--- config.mk ---
export PLATFORM = sky130hd
export DESIGN_NAME = psg_frame_player
export DESIGN_NICKNAME = d
export VERILOG_FILES = /design/src/rtl/psg_frame_player.sv
export SDC_FILE = /design/constraint.sdc
export NUM_CORES = 1
export LEC_CHECK = 0
export CAP_MARGIN = 20
export CORE_MARGIN = 2
export CORE_UTILIZATION = 50
export DETAILED_ROUTE_END_ITERATION = 10
export GPL_TIMING_DRIVEN = 0
export PLACE_DENSITY_LB_ADDON = 0.3
export SLEW_MARGIN = 20
export SYNTH_ARGS = -nofsm -noshare
export SYNTH_HDL_FRONTEND = slang
export SYNTH_SLANG_ARGS = --single-unit
--- constraint.sdc ---
create_clock -name clock -period 7.95 [get_ports clock]
set_input_delay 2.385 -clock clock [delete_from_list [all_inputs] [get_ports clock]]
set_output_delay 2.385 -clock clock [all_outputs]
set_load 0.1 [all_outputs]
--- src/rtl/psg_frame_player.sv ---
`default_nettype none
// ============================================================================
//  Module   : psg_frame_player
//  Purpose  : Replays a TurboSound register dump, one frame per tick.
//             Fetches 14 register bytes per chip from memory and issues
//             them as PSG OUT cycles. Arbitrates the PSG port, and the CPU
//             always wins.
//  Revision : 1.0  initial release
// ============================================================================
module psg_frame_player #(
    parameter int CHIPS  = 2,
    parameter int FRAMES = 256,
    parameter int HOLD   = 2,
    parameter int AW     = 16
) (
    input  logic          clock,
    input  logic          reset,
    input  logic          enable,
    input  logic          tick,
    input  logic [AW-1:0] base,
    output logic          mem_req,
    output logic [AW-1:0] mem_addr,
    input  logic          mem_ack,
    input  logic [7:0]    mem_data,
    input  logic          cpu_iorq,
    input  logic          cpu_wr,
    input  logic          cpu_rd,
    input  logic [15:0]   cpu_a,
    input  logic [7:0]    cpu_d,
    output logic          psg_iorq,
    output logic          psg_wr,
    output logic          psg_rd,
    output logic [15:0]   psg_a,
    output logic [7:0]    psg_d,
    output logic          busy,
    output logic          overrun
);

    localparam int FW          = (FRAMES > 1) ? $clog2(FRAMES) : 1;
    localparam int CW          = (CHIPS > 1) ? $clog2(CHIPS) : 1;
    localparam int PW          = $clog2(HOLD + 2);
    localparam int c_FRAME_BYTES = 14 * CHIPS;
    // OUT phase: 0 = setup, 1..HOLD = strobe, HOLD+1 = idle
    localparam logic [PW-1:0] c_PH_LAST = PW'(HOLD + 1);

    typedef enum logic [2:0] {
        S_IDLE  = 3'd0,
        S_FETCH = 3'd1,
        S_SELC  = 3'd2,
        S_SELR  = 3'd3,
        S_WDAT  = 3'd4,
        S_NEXT  = 3'd5
    } state_t;

    state_t          r_state;
    state_t          w_state_nx;
    logic [PW-1:0]   r_ph;
    logic [3:0]      r_byte;
    logic [CW-1:0]   r_chip;
    logic [FW-1:0]   r_frame;
    logic [7:0]      r_data;
    logic [AW-1:0]   r_base;
    logic            r_en_d;
    logic            r_dirty;
    logic            r_busy;
    logic            r_overrun;

    logic            w_cpu;
    logic            w_in_out;
    logic            w_need_cs;
    logic            w_do_out;
    logic            w_out_end;
    logic            w_skip;
    logic            w_mid_strobe;
    logic            w_stop;
    logic            w_abort;
    logic            w_last_byte;
    logic            w_last_chip;
    logic            w_pstb;
    logic [15:0]     w_pa;
    logic [7:0]      w_pd;
    logic [AW-1:0]   w_off;

    assign w_cpu        = !cpu_iorq && cpu_a[15] && !cpu_a[1];
    assign w_in_out     = (r_state == S_SELC) || (r_state == S_SELR) || (r_state == S_WDAT);
    // Chip select is re-sent at the start of each chip and after any CPU
    // access, since the CPU may have left another chip or register selected.
    assign w_need_cs    = r_dirty || (r_byte == 4'd0);
    assign w_do_out     = ((r_state == S_SELC) && w_need_cs) ||
                          (r_state == S_SELR) || (r_state == S_WDAT);
    assign w_out_end    = w_do_out && (r_ph == c_PH_LAST);
    // Writing R13 retriggers the envelope, so 0xFF in the dump means "leave it"
    assign w_skip       = (r_byte == 4'd13) && (r_data == 8'hFF);
    assign w_mid_strobe = w_in_out && (r_ph != '0) && (r_ph != c_PH_LAST);
    // A strobe once started is always completed before stopping
    assign w_stop       = !enable && !w_mid_strobe;
    assign w_abort      = w_cpu && w_in_out;
    assign w_last_byte  = (r_byte == 4'd13);
    assign w_last_chip  = (r_chip == CW'(CHIPS - 1));

    assign w_off    = AW'(r_frame) * AW'(c_FRAME_BYTES) + AW'(r_chip) * AW'(14) + AW'(r_byte);
    assign mem_addr = r_base + w_off;
    assign mem_req  = (r_state == S_FETCH) && enable;

    // CPU accesses pass straight through with no register in the path
    assign psg_iorq = w_cpu ? cpu_iorq : !w_pstb;
    assign psg_wr   = w_cpu ? cpu_wr   : !w_pstb;
    assign psg_rd   = w_cpu ? cpu_rd   : 1'b1;
    assign psg_a    = w_cpu ? cpu_a    : w_pa;
    assign psg_d    = w_cpu ? cpu_d    : w_pd;

    assign busy     = r_busy;
    assign overrun  = r_overrun;

    // Next-state selection and player-side bus drive
    always_comb begin
        w_state_nx = r_state;
        w_pa       = 16'h0000;
        w_pd       = 8'h00;
        w_pstb     = w_do_out && (r_ph != '0) && (r_ph != c_PH_LAST);

        case (r_state)
            S_IDLE: begin
                if (enable && tick) w_state_nx = S_FETCH;
            end
            S_FETCH: begin
                if (mem_ack) w_state_nx = S_SELC;
            end
            S_SELC: begin
                w_pa = 16'hFFFD;
                w_pd = 8'hFF - 8'(r_chip);
                if (!w_need_cs || w_out_end) w_state_nx = w_skip ? S_NEXT : S_SELR;
            end
            S_SELR: begin
                w_pa = 16'hFFFD;
                w_pd = {4'h0, r_byte};
                if (w_out_end) w_state_nx = S_WDAT;
            end
            S_WDAT: begin
                w_pa = 16'hBFFD;
                w_pd = r_data;
                if (w_out_end) w_state_nx = S_NEXT;
            end
            S_NEXT: begin
                w_state_nx = (w_last_byte && w_last_chip) ? S_IDLE : S_FETCH;
            end
            default: w_state_nx = S_IDLE;
        endcase

        // CPU takeover restarts the interrupted OUT from the chip select
        if (w_abort)     w_state_nx = S_SELC;
        else if (w_stop) w_state_nx = S_IDLE;
    end

    // State register plus frame/chip/byte bookkeeping
    always_ff @(posedge clock) begin
        if (reset) begin
            r_state   <= S_IDLE;
            r_ph      <= '0;
            r_byte    <= 4'd0;
            r_chip    <= '0;
            r_frame   <= '0;
            r_data    <= 8'h00;
            r_base    <= '0;
            r_en_d    <= 1'b0;
            r_dirty   <= 1'b1;
            r_busy    <= 1'b0;
            r_overrun <= 1'b0;
        end else begin
            r_state <= w_state_nx;
            r_en_d  <= enable;
            if (enable && !r_en_d) r_base <= base;

            if (w_abort || w_stop)        r_ph <= '0;
            else if (w_do_out)            r_ph <= (r_ph == c_PH_LAST) ? '0 : r_ph + 1'b1;
            else                          r_ph <= '0;

            if ((r_state == S_IDLE) && enable && tick) begin
                r_byte <= 4'd0;
                r_chip <= '0;
                r_busy <= 1'b1;
            end

            if (tick && r_busy) r_overrun <= 1'b1;

            if ((r_state == S_FETCH) && mem_ack) r_data <= mem_data;

            if ((r_state == S_SELC) && w_out_end) r_dirty <= 1'b0;

            if (r_state == S_NEXT) begin
                if (w_last_byte) begin
                    r_byte <= 4'd0;
                    if (w_last_chip) begin
                        r_chip  <= '0;
                        r_frame <= (r_frame == FW'(FRAMES - 1)) ? '0 : r_frame + 1'b1;
                        r_busy  <= 1'b0;
                    end else begin
                        r_chip <= r_chip + 1'b1;
                    end
                end else begin
                    r_byte <= r_byte + 4'd1;
                end
            end

            if (w_cpu) r_dirty <= 1'b1;

            if (w_stop && !w_abort) begin
                r_busy    <= 1'b0;
                r_frame   <= '0;
                r_overrun <= 1'b0;
            end
        end
    end

endmodule
`default_nettype wire

# == Word level (Yosys, flattened, before mapping) ==
# Cells that the tools add are included.
# classes
add_sub_neg,8
n_mul,2
n_eq_ne,20
mux,29
n_bitwise,1
n_reduce_logical,48
# ops
cell,count
16-bit case mux with 2 select lines,1
8-bit case mux with 3 select lines,1
1-bit logical AND,21
3-bit two-way mux,6
3-bit case mux with 6 select lines,1
16-bit by 15-bit adder with 16-bit output,1
"8-bit equality test, second input constant",2
16-bit two-way mux,1
8-bit two-way mux,2
"4-bit != test, second input constant",4
14-bit by 4-bit adder with 15-bit output,1
13-bit by 5-bit adder with 14-bit output,1
1-bit two-way mux,12
4-bit two-way mux,3
"8-bit by 3-bit multiplier with 11-bit output, second input constant",1
"2-bit != test, second input constant",5
5-bit AND reduction,2
"8-bit by 1-bit adder with 8-bit output, second input constant",1
1-bit logical NOT,8
1-bit logical OR,7
"3-bit by 2-bit equality test with 1-bit output, second input constant",2
"3-bit equality test, second input constant",2
2-bit OR reduction,3
"4-bit by 1-bit adder with 4-bit output, second input constant",1
other kinds (17),19
# totals
regBits,46
out_inout_bits,46

# == Logic depth before layout (Yosys ltp) ==
# Gate-level depths: netlist of the first run.
# depth
depth_word,11
depth_mapped,18
mapped_depth_nobuf,17

# == Least setup slack after synthesis of the first run ==
# No wires, ideal clock.
# synth_path
kind,reg-to-output
startpoint,register r_frame[2]
endpoint,output port mem_addr[12]
t_arrival_ps,5407
setup_slack_ps,158
path_stages_with_launch,18
path_cell_list,dfxtp_1 -> fa_1 -> ha_1 -> inv_1 -> fa_1 -> nor2b_1 -> o21ai_0 -> a21boi_0 -> or4b_1 -> o311a_1 -> ha_1 -> ha_1 -> ha_1 -> a21o_1 -> a21o_1 -> and2_1 -> a21o_1 -> a31oi_1
# synth_between
elab_chain_cells,4
# synth_rtl
element,line_no,text
start: declaration,60,logic [FW-1:0] r_frame;
start signal: assignment,195,r_frame <= (r_frame == FW'(FRAMES - 1)) ? '0 : r_frame + 1'b1;
8-bit by 3-bit multiplier with 11-bit output,101,assign w_off = AW'(r_frame) * AW'(c_FRAME_BYTES) + AW'(r_chip) * AW'(14) + AW'(r_byte);
13-bit by 5-bit adder with 14-bit output,101,
14-bit by 4-bit adder with 15-bit output,101,
16-bit by 15-bit adder with 16-bit output,102,assign mem_addr = r_base + w_off;
end: declaration,22,"output logic [AW-1:0] mem_addr,"
# No other way between the ends.

# == Worst setup path after layout of the first run ==
# Same ends and word-level chain as after synthesis.

==> flow_summary.yaml, run 1 <==
placement:
  dpl.cell_count: 683
  place_hpwl_mm: 8.12
  io_buffers: 99
  gp_congestion: 0.834
logic_synthesis:
  synth_top_area_share_pct: 23.5
  yosys-top-cells-area: "dfxtp_1 (23%), ha_1 (17%), fa_1 (7.1%), nand2_1 (5.6%), a21oi_1 (5.1%)"
  synth_cell_types: 55
  synth_flop_cell: "dfxtp_1"
  async_flop_share_pct: 0
  netlist_instances: 482
  synth_fp_nets: 606
  synth_edf_count: 0
  netlist_area_um2: 3920
  avgSynthCellArea_um2: 8.14
  synth.most_common_cell: "nand2_1"
  ys_seq_elements: 46
  yosysTopAreaCell: "dfxtp_1"
  seq_area_frac_synth_pct: 23.5
  ys_warn_count: 0
  ys_top_cells_by_count: "nand2_1 (59), ha_1 (54), dfxtp_1 (46), nor2_1 (46), a21oi_1 (40)"
power:
  power.density_nw_per_um2: 136
  combPwrFrac_pct: 39.8
  switchingPower_uw: 288
  p_int_uw: 411
  total_power_uw: 700
  p_clk_share_pct: 25.6
  switching_share_pct: 41.2
  sequentialPowerShare_pct: 34.6
  leakagePower_nw: 2.26
  ir_drop_mv: 0.113
final_layout:
  final_cells: 691
  areaGrowthSynthToFinish_pct: 31.0
  utilization_pct: 67.1
  final_nets: 712
  fillers: 667
  drive_gt1_share_pct: 4.58
  antenna_cells: 0
clock_network:
  cts_buffers: 5
  clock-sinks: 46
  cts_tree: "built"
  clock_latency_ns: 0.30
  cts_root_buffer: "clkbuf_8"
  cts_hold_buf: 0
  clk_pin_slew_worst_paths_ns: 0.09
  postCtsSetupRepairBufs: 0
  cts_buffer_depth: 2
  htree_levels: 2
global_route:
  antenna_found_initial: 0
  grt.total_usage_pct: 23.6
  grt_start_max_net_pins: 15
  grt_pass1_wl_mm: 16.5
  gr-total-overflow: 0
  grt_pass1_vias: 3655
worst_setup_path:
  crit_top_cell: "ha_1"
  critPathKind: "flop to output pin"
  start_kind: "flop"
  crit_chain: "fa_1 > ha_1 > inv_1 > fa_1 > nor2b_1 > o21ai_0 > a21boi_1 > or4b_1 > o311a_1 > ha_1 > ha_1 > ha_1 > a21o_1 > a21o_1 > and2_1 > a21o_1 > a31oi_1 > clkdlybuf4s18_2"
  critPathRequiredTime_ns: 5.57
  slowest_delay_ns: 0.57
  endpoint_kind: "output pin"
  crit_slowest_cell: "clkdlybuf4s18_2"
  arrival_ns: 5.27
  crit_fanout: 6
die:
  core_um2: 7650
  dieArea_um2: 8570
  die_w_um: 92.6
  rows: 32
  die_h_um: 92.6
  io_pins: 102
  initial_core_util_pct: 51.3
sta:
  whs_ns: 0.465
  slew_violations: 0
  final_hold_viol_count: 0
  finalCritPeriodShare_pct: 96.2
  worst_pin_slew_ns: 0.998
  relSlewSlack_pct: 33.3
  setup_violations: 0
  rsz0062_at_grt: "false"
  fmax_mhz: 131
  fin_crit_ns: 7.65
  fin_tns_setup_ns: 0
  finClkSkew_ns: 0.00938
route:
  drtIter0Drc: 167
  vias: 3790
  drc: 0
  wl_per_cell_um: 14.5
  first_pass_iters: 4
  drt_wl_total_mm: 10.0
  ant_nets: 0
  viasPerCell: 5.48
job:
  drv_cap: 0
worst_hold_path:
  min_path_type: "flop to flop"
outcome:
  status: "completed"
worst max-delay path, delay by kind of cell (launching register included):
family          cells  cell delay, ns
fa+ha+maj           6            1.84
compound gates      7            1.23
simple gates        3            0.72
buf+inv             2            0.64
flops               1            0.54
power by group through the flow:
stage | sequential, mW | combinational (mW) | clock (mW)
after global routing | 0.243 | 0.292 | 0.192
after floorplan | 0.248 | 0.199 | 0
after CTS | 0.242 | 0.279 | 0.181
after detailed placement | 0.247 | 0.279 | 0
after global placement | 0.247 | 0.277 | 0
final | 0.242 | 0.279 | 0.179
through the flow:
step	instance area (um2)	setup slack, ns
finish	5130	0.300
global route	5130	0.00824
CTS	5150	0.0252
detailed placement	5040	-0.172
global placement	5040	-0.0909
floorplan	3920	0.158
routing by layer:
metal	vias to the layer above	global-route usage, %	share of wire, %	wire (um)
met5	-	0	0	0
met4	0	6.09	1.2	125
met3	11	5.21	4.5	455
met2	92	42.5	52	5220
met1	1792	28.3	42	4220
li1	1895	-	-	-
kinds of logic after synthesis:
| family | after synthesis | synth area share (%) |
|---|---|---|
| flip-flops | 46 | 23.5 |
| adder cells (fa/ha/maj) | 68 | 24.4 |
| other | 1 | 0.0956 |
| AND/OR/NAND/NOR | 163 | 20.0 |
| XOR/XNOR | 19 | 4.24 |
| multiplexers | 9 | 2.30 |
| AO/OA/AOI/OAI | 125 | 20.3 |
| buffers and inverters | 51 | 5.23 |
placed cells by master, fill, tap and decap left out, types with 5 or more instances in the layout:
master,Yosys,layout
nand2_1,59,59
fa_1,14,14
a21oi_1,40,40
o21a_1,14,14
dfxtp_1,46,46
mux2i_1,9,9
nor2_1,46,46
ha_1,54,54
a21o_1,8,8
clkdlybuf4s50_1,0,92
clkbuf_1,14,15
xor2_1,7,7
xnor2_1,12,12
and3_1,6,6
nand4_1,5,5
a31oi_1,8,8
nor3_1,5,5
inv_1,31,31
clkbuf_8,0,5
nand3_1,14,14
o21ai_0,24,24
what timing repair did:
item / CTS / global route
gates resized for setup: 15 / 13
pin swaps: 0 / 0
hold endpoints to repair: 0 / 0
setup endpoints to repair: 6 / 7
flip-flops by register name, indices dropped and copies added, names as in the netlist:
name and cells:
r_frame 8, r_ph 2, r_base 16, busy 1, r_state 3, r_dirty 1
r_byte 4, r_chip 1, overrun 1, r_data 8, r_en_d 1
path summary, 6_finish.rpt:
| kind | from | to | slack, ns | cells past startpoint |
|---|---|---|---|---|
| setup / recovery | r_frame[2]$_SDFFE_PP0P_ | mem_addr[12] | 0.30 | 18 |
| hold / removal | r_base[6]$_SDFFE_PP0P_ | r_base[6]$_SDFFE_PP0P_ | 0.47 | 2 |
| setup reg to reg | r_byte[0]$_SDFFE_PP0P_ | r_state[1]$_SDFFE_PP0P_ | 5.84 | 7 |
| hold reg to reg | r_base[6]$_SDFFE_PP0P_ | r_base[6]$_SDFFE_PP0P_ | 0.47 | 2 |
cell type report:
| cell class | instances | area (um2) | share of cell area [%] |
|---|---|---|---|
| buffer | 20 | 88.8 | 1.73 |
| multi-input combinational | 385 | 2800 | 54.4 |
| sequential | 46 | 921 | 17.9 |
| tap | 102 | 128 | 2.49 |
| timing repair buffer | 99 | 976 | 19.0 |
| clock inverter | 2 | 37.5 | 0.731 |
| inverter | 31 | 116 | 2.27 |
| clock buffer | 6 | 72.6 | 1.41 |
Power figures use the tool's default switching activity.
==> run 2, diff against run 1 <==
- CAP_MARGIN: 20 -> 10
- CORE_UTILIZATION: 50 -> 35
==> run 2 against run 1 <==
  * Wire length about the same
  * Die area is 41% higher
  * Setup slack better by 0.021 ns
  * Register-to-register slack hardly changed
  * First-iteration DRC count decreased by 39%
  * Utilization fell by 20 points
  * Worst hold slack improved by 0.0027 ns
  * Non-clock buffer count is the same
  * Sequential share of layout area down 0.11 points
  * Global-route usage decreased by 6.4 points
  * Critical path type is now input pin to output pin
  * Highest routed layer unchanged
==> flow_summary.yaml, run 2 (synthesized netlist as in run 1, its figures left out) <==
final_layout:
  largestRegisters: "r_base: 16 flops, r_data: 8 flops, r_frame: 8 flops"
  final_nets: 712
  largest_reg_flops: 16
  final_common_cell: "clkdlybuf4s50_1"
  design_area_um2: 5170
  drive_gt1_share_pct: 4.75
  utilization_pct: 47.4
  areaGrowthSynthToFinish_pct: 31.7
  antenna_cells: 0
  final_cell_mix: "clkdlybuf4s50_1 (92), nand2_1 (59), ha_1 (54)"
  registers.top_by_ff_count: "r_base"
worst_setup_path:
  r2r-start: "r_byte[0]$_SDFFE_PP0P_"
  endpoint_kind: "output pin"
  critPathKind: "input pin to output pin"
  start_kind: "input pin"
  arrival_ns: 5.24
  crit_fanout: 10
  critPathRequiredTime_ns: 5.57
  cp-startpoint: "cpu_a[15]"
placement:
  gp_congestion: 0.856
  place_hpwl_mm: 8.14
  place_area_um2: 5090
  io_buffers: 99
route:
  ant_nets: 0
  top_layer: "met4"
  drc: 0
  wl_per_cell_um: 13.8
  drt_wl_total_mm: 10.0
  vias: 3727
  met2WireLength_mm: 4.87
  first_pass_iters: 4
  viasPerCell: 5.11
  route.met3.wl_um: 667
  drt-met1-wl_mm: 4.28
  drtIter0Drc: 102
global_route:
  gr-total-overflow: 0
  grt_pass1_vias: 3707
  grt_start_max_net_pins: 18
  antenna_found_initial: 0
  grt_pass1_wl_mm: 16.6
  grt.total_usage_pct: 17.2
sta:
  finClkSkew_ns: 0.0162
  whs_ns: 0.468
  final_hold_viol_count: 0
  fmax_mhz: 131
  finalCritPeriodShare_pct: 96.0
  rsz0062_at_grt: "false"
  fin_crit_ns: 7.63
  setup_violations: 0
  fin_tns_setup_ns: 0
  worst_pin_slew_ns: 1.00
  relSlewSlack_pct: 33.1
  slew_violations: 0
die:
  io_pins: 102
  initial_core_util_pct: 36.0
  rows: 38
  dieArea_um2: 12100
  core_um2: 10900
  die_w_um: 110
  die_h_um: 110
power:
  combPwrFrac_pct: 40.8
  power.density_nw_per_um2: 132
  switchingPower_uw: 299
  leakagePower_nw: 2.26
  p_clk_share_pct: 23.8
  switching_share_pct: 43.8
  sequentialPowerShare_pct: 35.5
  p_int_uw: 383
  ir_drop_mv: 0.0934
clock_network:
  htree_levels: 2
  clock-sinks: 46
  cts_buffers: 5
  postCtsSetupRepairBufs: 0
  cts_root_buffer: "clkbuf_8"
  clk_pin_slew_worst_paths_ns: 0.10
  cts_tree: "built"
  cts_buffer_depth: 2
  clock_latency_ns: 0.32
worst_hold_path:
  min_path_type: "flop to flop"
  hp-start: "r_base[14]$_SDFFE_PP0P_"
outcome:
  status: "completed"
job:
  drv_cap: 0
-- run 2: changes by cell type in the layout (fill, tap and decap cells not counted), sizes merged --
cell / previous run / this run
inv: 31 / 33
bufinv: 1 / 0
clkbuf: 22 / 21
clkdlybuf4s15: 1 / 0
clkinv: 0 / 1
clkinvlp: 1 / 0
dlygate4sd2: 0 / 1
-- run 2: through the flow --
step	std cells	worst slack, ns	total power, mW
6_report	729	0.321	0.682
2_1_floorplan	482	0.158	0.447
5_1_grt	729	0.0197	0.711
4_1_cts	729	0.0139	0.687
3_3_place_gp	721	-0.0657	0.526
3_5_place_dp	721	-0.134	0.527
-- run 2: per-layer routing --
metal	GRT usage (%)	vias up
met2	30.6	107
met4	5.79	0
met1	19.7	1711
met3	4.74	16
li1	-	1893
met5	0	-
-- run 2: timing repair --
action,CTS,global route
hold buffers,0,0
gates resized for setup,13,11
pin swaps,0,0
endpoints found under the setup margin,6,7
-- run 2: cell type report --
type / count / area (um2)
Timing Repair Buffer: 99 / 972
Multi-Input combinational cell: 385 / 2800
Fill cell: 1073 / 5720
Clock inverter: 3 / 28.8
Inverter: 31 / 116
Tap cell: 140 / 175
Sequential cell: 46 / 921
Buffer: 20 / 88.8
Clock buffer: 5 / 68.8
-- run 2: power groups by stage --
stage	logic, mW	clock network [mW]	registers (mW)
floorplan	0.199	0	0.248
global placement	0.279	0	0.247
detailed placement	0.280	0	0.247
CTS	0.280	0.165	0.242
global route	0.292	0.176	0.243
finish	0.278	0.162	0.242
-- run 2: path summary, 6_finish.rpt --
check / endpoint / slack (ns) / cells after the start
worst max-delay path: psg_a[14] / 0.32 / 6
worst min-delay path: r_base[14]$_SDFFE_PP0P_ / 0.47 / 2
worst min register to register: r_base[14]$_SDFFE_PP0P_ / 0.47 / 2
worst max register to register: r_state[1]$_SDFFE_PP0P_ / 5.84 / 7
-- run 2: critical path: stages --
cell and delay (ns):
clkdlybuf4s50_1 0.47, nor3b_1 0.55, clkbuf_1 0.43, nand2_1 0.15, o21ai_0 0.09, clkdlybuf4s50_1 1.16
